**config.mk**
```make
export PLATFORM = sky130hd
export DESIGN_NAME = ahb_lite_arb2
export DESIGN_NICKNAME = d
export VERILOG_FILES = /design/src/rtl/ahb_lite_arb2.sv
export SDC_FILE = /design/constraint.sdc
export NUM_CORES = 1
export LEC_CHECK = 0
export ABC_CLOCK_PERIOD_IN_PS = 6000
export CAP_MARGIN = 25
export CORE_AREA = 2 2 132 134
export DETAILED_ROUTE_END_ITERATION = 8
export DIE_AREA = 0 0 134 136
export PLACE_DENSITY = 0.6
export SKIP_LAST_GASP = 1
export SLEW_MARGIN = 10
export SYNTH_ARGS = -nofsm -noshare
export SYNTH_HDL_FRONTEND = slang
export SYNTH_SLANG_ARGS = --single-unit
```
**constraint.sdc**
```tcl
create_clock -name HCLK -period 6 [get_ports HCLK]
set_input_delay 1.2 -clock HCLK [delete_from_list [all_inputs] [get_ports HCLK]]
set_output_delay 1.2 -clock HCLK [all_outputs]
set_load 0.01 [all_outputs]
```
**src/rtl/ahb_lite_arb2.sv**
```systemverilog
// ---------------------------------------------------------------------------
// ahb_lite_arb2
//   Two-master to one-slave AHB-Lite arbiter. Master 0 (CPU side) and
//   master 1 (DMA side) share one slave port (SDRAM controller).
//   Ownership only changes at transaction boundaries: while the current
//   owner drives a non-IDLE transfer or holds HMASTLOCK, the other master
//   is stalled through its HREADYOUT and keeps its address on the bus.
//
// Ports
//   HCLK, HRESET            clock, synchronous active-high reset
//   M0_*/M1_* (in)          master request side: HSEL, HADDR, HTRANS, HWRITE,
//                           HSIZE, HBURST, HPROT, HMASTLOCK, HWDATA
//   M0_*/M1_* (out)         HRDATA (broadcast), HREADYOUT, HRESP
//   S_* (out)               muxed address/control/write data to the slave,
//                           S_HREADY = S_HREADYOUT
//   S_HRDATA/HREADYOUT/HRESP (in)  slave response
//   owner                   current address-phase owner
// ---------------------------------------------------------------------------
module ahb_lite_arb2 #(
  parameter int PARK_MASTER = 0,
  parameter int AW          = 32,
  parameter int DW          = 32
) (
  input  logic          HCLK,
  input  logic          HRESET,
  // master 0
  input  logic          M0_HSEL,
  input  logic [AW-1:0] M0_HADDR,
  input  logic [1:0]    M0_HTRANS,
  input  logic          M0_HWRITE,
  input  logic [2:0]    M0_HSIZE,
  input  logic [2:0]    M0_HBURST,
  input  logic [3:0]    M0_HPROT,
  input  logic          M0_HMASTLOCK,
  input  logic [DW-1:0] M0_HWDATA,
  output logic [DW-1:0] M0_HRDATA,
  output logic          M0_HREADYOUT,
  output logic          M0_HRESP,
  // master 1
  input  logic          M1_HSEL,
  input  logic [AW-1:0] M1_HADDR,
  input  logic [1:0]    M1_HTRANS,
  input  logic          M1_HWRITE,
  input  logic [2:0]    M1_HSIZE,
  input  logic [2:0]    M1_HBURST,
  input  logic [3:0]    M1_HPROT,
  input  logic          M1_HMASTLOCK,
  input  logic [DW-1:0] M1_HWDATA,
  output logic [DW-1:0] M1_HRDATA,
  output logic          M1_HREADYOUT,
  output logic          M1_HRESP,
  // slave
  output logic          S_HSEL,
  output logic [AW-1:0] S_HADDR,
  output logic [1:0]    S_HTRANS,
  output logic          S_HWRITE,
  output logic [2:0]    S_HSIZE,
  output logic [2:0]    S_HBURST,
  output logic [3:0]    S_HPROT,
  output logic          S_HMASTLOCK,
  output logic [DW-1:0] S_HWDATA,
  output logic          S_HREADY,
  input  logic [DW-1:0] S_HRDATA,
  input  logic          S_HREADYOUT,
  input  logic          S_HRESP,
  // debug
  output logic          owner
);

  localparam logic [1:0] HTRANS_IDLE   = 2'b00;
  localparam logic [1:0] HTRANS_NONSEQ = 2'b10;
  localparam logic       PARK          = (PARK_MASTER != 0);

  // Master inputs gathered into arrays so the mux can index by master id.
  logic          m_hsel   [2];
  logic [AW-1:0] m_haddr  [2];
  logic [1:0]    m_htrans [2];
  logic          m_hwrite [2];
  logic [2:0]    m_hsize  [2];
  logic [2:0]    m_hburst [2];
  logic [3:0]    m_hprot  [2];
  logic          m_hlock  [2];
  logic [DW-1:0] m_hwdata [2];
  logic          m_hready [2];

  assign m_hsel   = '{M0_HSEL,      M1_HSEL};
  assign m_haddr  = '{M0_HADDR,     M1_HADDR};
  assign m_htrans = '{M0_HTRANS,    M1_HTRANS};
  assign m_hwrite = '{M0_HWRITE,    M1_HWRITE};
  assign m_hsize  = '{M0_HSIZE,     M1_HSIZE};
  assign m_hburst = '{M0_HBURST,    M1_HBURST};
  assign m_hprot  = '{M0_HPROT,     M1_HPROT};
  assign m_hlock  = '{M0_HMASTLOCK, M1_HMASTLOCK};
  assign m_hwdata = '{M0_HWDATA,    M1_HWDATA};

  logic owner_q, owner_d;
  logic dact_q,  dact_d;
  logic owner_eff, dact_eff, other, sel;

  // NOTE: reset is synchronous, so the registers may not yet hold their reset
  // values in the first reset cycle; outputs are derived from the reset state
  // directly while HRESET is high so the bus is well defined from time zero.
  assign owner_eff = HRESET ? PARK : owner_q;
  assign dact_eff  = HRESET ? 1'b0 : dact_q;
  assign other     = ~owner_eff;

  // Address-phase grant: hand over only when the slave is ready, the owner
  // is IDLE and unlocked, and the other master starts a new transfer. The
  // handover is combinational, so no dead cycle is inserted.
  always_comb begin
    sel = owner_eff;
    if (!HRESET && S_HREADYOUT &&
        m_htrans[owner_eff] == HTRANS_IDLE && !m_hlock[owner_eff] &&
        m_hsel[other] && m_htrans[other] == HTRANS_NONSEQ)
      sel = other;
  end

  // Registers advance only on a completed transfer (S_HREADYOUT high).
  always_comb begin
    owner_d = owner_q;
    dact_d  = dact_q;
    if (S_HREADYOUT) begin
      owner_d = sel;
      dact_d  = m_hsel[sel] && m_htrans[sel][1];
    end
  end

  // NOTE: sequential state uses non-blocking assignments so every register
  // samples the pre-edge values regardless of statement order.
  always_ff @(posedge HCLK) begin
    if (HRESET) begin
      owner_q <= PARK;
      dact_q  <= 1'b0;
    end else begin
      owner_q <= owner_d;
      dact_q  <= dact_d;
    end
  end

  // HREADYOUT per master: the selected master and the data-phase owner see
  // the slave's ready; a losing master with a pending NONSEQ is stalled.
  always_comb begin
    m_hready[0] = 1'b1;
    m_hready[1] = 1'b1;
    for (int i = 0; i < 2; i++) begin
      if (sel == 1'(i) || owner_eff == 1'(i))
        m_hready[i] = S_HREADYOUT;
      else if (m_hsel[i] && m_htrans[i] == HTRANS_NONSEQ)
        m_hready[i] = 1'b0;
    end
  end

  // Slave side: address/control from the address winner, write data from
  // the data-phase owner (the previous cycle's winner).
  assign S_HSEL      = m_hsel[sel];
  assign S_HADDR     = m_haddr[sel];
  assign S_HTRANS    = m_hsel[sel] ? m_htrans[sel] : HTRANS_IDLE;
  assign S_HWRITE    = m_hwrite[sel];
  assign S_HSIZE     = m_hsize[sel];
  assign S_HBURST    = m_hburst[sel];
  assign S_HPROT     = m_hprot[sel];
  assign S_HMASTLOCK = m_hlock[sel];
  assign S_HWDATA    = m_hwdata[owner_eff];
  assign S_HREADY    = S_HREADYOUT;

  // Master side: read data is broadcast; the response only goes to the
  // master that owns an active data phase.
  assign M0_HRDATA    = S_HRDATA;
  assign M1_HRDATA    = S_HRDATA;
  assign M0_HREADYOUT = m_hready[0];
  assign M1_HREADYOUT = m_hready[1];
  assign M0_HRESP     = S_HRESP && dact_eff && (owner_eff == 1'b0);
  assign M1_HRESP     = S_HRESP && dact_eff && (owner_eff == 1'b1);

  assign owner = owner_eff;

endmodule

```
==> results.txt <==
----------------------------------------------------
[Run status]
  Result of the run ... completed

[STA]
  Maximum clock frequency ... 196 MHz
  Fin crit share ... 84.9%
  Setup repair after global routing missed its margin ... false
  Number of slew-limit violations in the final report ... 0
  Maximum clock skew at final layout ... 1.86 ps
  Worst slew margin ... 70.4%
  Number of endpoints with negative hold slack in the final report ... 0
  Setup violations, final ... 0
  Transition time at the pin with the least slew margin ... 444 ps
  Sum of negative setup slack ... 0 ps
  Post-layout minimum cycle time ... 5090 ps

[Synth]
  Post-synthesis share of cell area spent on and, or, nand and nor gates ... 26.9%
  Avg Synthesized Cell Area ... 6.85 sq um
  Mux contribution to synthesized area ... 32.2%
  Synth Register Bits ... 2
  Area fraction of the dominant cell type after synthesis ... 28.9%
  Sequential area share after synthesis ... 2.34%
  Asr flop ratio synth ... 0%
  Synth unique cells ... 23
  Number of synthesized flops with an enable pin ... 0
  Fraction of synthesized cell area in xor and xnor cells ... 0%
  Most repeated cell in the gate-level netlist after synthesis ... sky130_fd_sc_hd__nand2_1
  Top cells by count, synth ... sky130_fd_sc_hd__nand2_1 (100), sky130_fd_sc_hd__buf_4 (66), sky130_fd_sc_hd__mux2_2 (37)
  Synth Flop Type ... sky130_fd_sc_hd__dfxtp_1
  Library cell occupying the most area in the post-synthesis netlist ... sky130_fd_sc_hd__buf_4
  Synth area leaders ... sky130_fd_sc_hd__buf_4 (29%), sky130_fd_sc_hd__mux2_2 (24%), sky130_fd_sc_hd__nand2_1 (22%)
  Area share of fa/ha/maj cells after synthesis ... 0.730%
  Instance count of the mapped netlist ... 250
  Cell area after synthesis ... 1710 sq um
  Post-synthesis compound-gate area fraction ... 2.63%
  Largest family of logic cells by synthesized area ... buffers and inverters
  Count of synthesis-stage warnings from yosys ... 0
  Synthesized netlist net count ... 445

[GRT]
  GRT Residual Overflow ... 0
  Number of global-route vias before repair ... 2289
  Wire length of the first global-routing pass ... 12200 um
  Largest net degree at the start of global routing ... 35
  Antenna violations before repair ... 0
  Total routing resource utilization after global routing ... 8.53%

[Pwr]
  Final Power ... 389 uW
  Power density over cell area ... 97.7 nW/um^2
  Peak VDD IR ... 0.0000694 V
  Pleak ... 1.61 nW

[Critical path]
  R2R Path Start ... owner_q
  Reg-to-reg endpoint ... dact_q
  Capturing element type of the critical path ... output pin
  Cell-by-cell trace of the critical path ... clkdlybuf4s50_1 > nor4b_1 > nand2_1 > ha_2 > buf_4 > mux2_4 > and2_1 > clkdlybuf4s50_1
  Worst r2r path cells ... 8
  Setup crit start kind ... primary input
  Type of the worst setup path ... primary input to output pin
  CP Data Arrival Time ... 3890 ps
  Critical Path Sink ... S_HTRANS[0]
  Minimum setup slack among reg-to-reg paths ... 4110 ps
  Largest stage delay on the critical path ... 620 ps
  Crit Path Max Fanout ... 17
  Slowest library cell on the worst path ... sky130_fd_sc_hd__clkdlybuf4s50_1
  Worst path most repeated cell ... sky130_fd_sc_hd__clkdlybuf4s50_1
  Origin of the worst setup path ... S_HREADYOUT
  Required time of the critical path ... 4800 ps

[Clock tree]
  TritonCTS clock tree ... built
  Num Clock Sinks ... 2
  Total setup buffers inserted after CTS ... 0
  Clock-pin transition on the worst setup and hold timing paths ... 30 ps
  TritonCTS buffer count ... 3
  Post_cts resized ... 0
  H-tree Lvls ... 1
  Hold Buf Count CTS ... 0
  Clock tree root buffer cell ... sky130_fd_sc_hd__clkbuf_16
  Worst-skew pair later-pin latency ... 220 ps
  Maximum clock insertion buffer count ... 2

[Routing]
  WL per Instance ... 13.2 um
  DRC errors left ... 0
  Remaining number of nets flagged by the antenna check after routing ... 0
  Total Wirelength ... 8570 um
  Count of vias placed by the detailed router ... 2229
  Length of the first detailed-routing pass in iterations ... 4
  First DRT Iteration DRCs ... 38
  DR vias/cell ... 3.43

[Final layout]
  Synth-to-layout area growth ... 132%
  Count of nets after finishing ... 621
  Fraction of the core area covered by cells at the end of the flow ... 23.6%
  Share of cells above drive strength 1 ... 13.0%
  Antenna fix cells ... 0
  Final cell count without fillers ... 649

[Die]
  Core box area ... 16900 sq um
  Die Y-Extent ... 136 um
  Number of ports placed on the die boundary ... 343
  Row cnt ... 48
  Starting density of the core ... 10.1%
  DIE AREA ... 18200 sq um
  Horizontal die dimension ... 134 um

[Min path]
  Worst hold stages ... 2
  Hold WC Path Type ... flip-flop to flip-flop

[Job]
  Max-cap violations ... 0

[Place]
  Number of placed cells counting well taps ... 646
  Port buffer count ... 246
  Final weighted congestion in routability-driven placement ... 0.747
  Half-perimeter wire length after placement ... 7240 um

----------------------------------------------------
## worst min-delay path by stage
stage | from | end
2_1_floorplan | dact_q | dact_q
3_3_place_gp | dact_q | dact_q
3_5_place_dp | dact_q | dact_q
4_1_cts | dact_q | dact_q
5_1_grt | dact_q | dact_q
6_report | dact_q | dact_q
## per-stage QoR
step	setup slack (ps)	cell area (sq um)	hold WS (ps)
floorplan	2120	1710	457
global placement	912	3900	496
detailed placement	916	3900	479
CTS	920	3980	483
global route	799	3980	510
finish	906	3980	485
## area by class of cell
cell class                 instances  area [sq um]
clock buffer                       3          75.1
fill                            1840         12900
inverter                           2          10.0
multi-input combinational        168          1070
sequential                         2          40.0
tap                              225           282
timing repair buffer             249          2500
## registers in the layout, summed over array words and instances, names as in the netlist
signal,cells
dact_q,1
owner_q,1
## kinds of logic (layout without fill, tap and decap cells)
family                   count (synthesis)  after routing
adder cells (fa/ha/maj)                  1              1
buffers and inverters                   80            254
AO/OA/AOI/OAI                            6              6
flip-flops                               2              2
AND/OR/NAND/NOR                        115            115
multiplexers                            46             46
## power breakdown
| group | total [mW] | switching [mW] | internal, mW |
|---|---|---|---|
| Sequential | 0.0151 | 0.000893 | 0.0142 |
| Clock | 0.0995 | 0.0147 | 0.0847 |
| Combinational | 0.274 | 0.0846 | 0.190 |
| Total | 0.389 | 0.100 | 0.289 |
## critical path: cells and delay by family
| family | cells | cell delay (ps) |
|---|---|---|
| and+or+nand+nor | 3 | 630 |
| muxes | 1 | 320 |
| adders and majority gates | 1 | 360 |
| buffers and inverters | 3 | 1370 |
## metal layers
metal	routed length, um	track usage [%]	share of wire (%)	vias up
li1	-	-	-	1089
met1	3050	8.86	36	945
met2	4230	15.4	49	163
met3	1040	3.54	12	32
met4	249	3.25	2.9	0
met5	0	0	0	-
## placed cells by master (no fill, tap or decap), drive strengths merged, types with 2 or more instances in the layout
master / instances
nor3: 3
inv: 2
clkdlybuf4s50: 246
nand2: 100
o2bb2ai: 2
nor2: 6
mux2: 46
buf: 3
dfxtp: 2
clkbuf: 3
No activity file was read; power rests on OpenSTA's default activity.
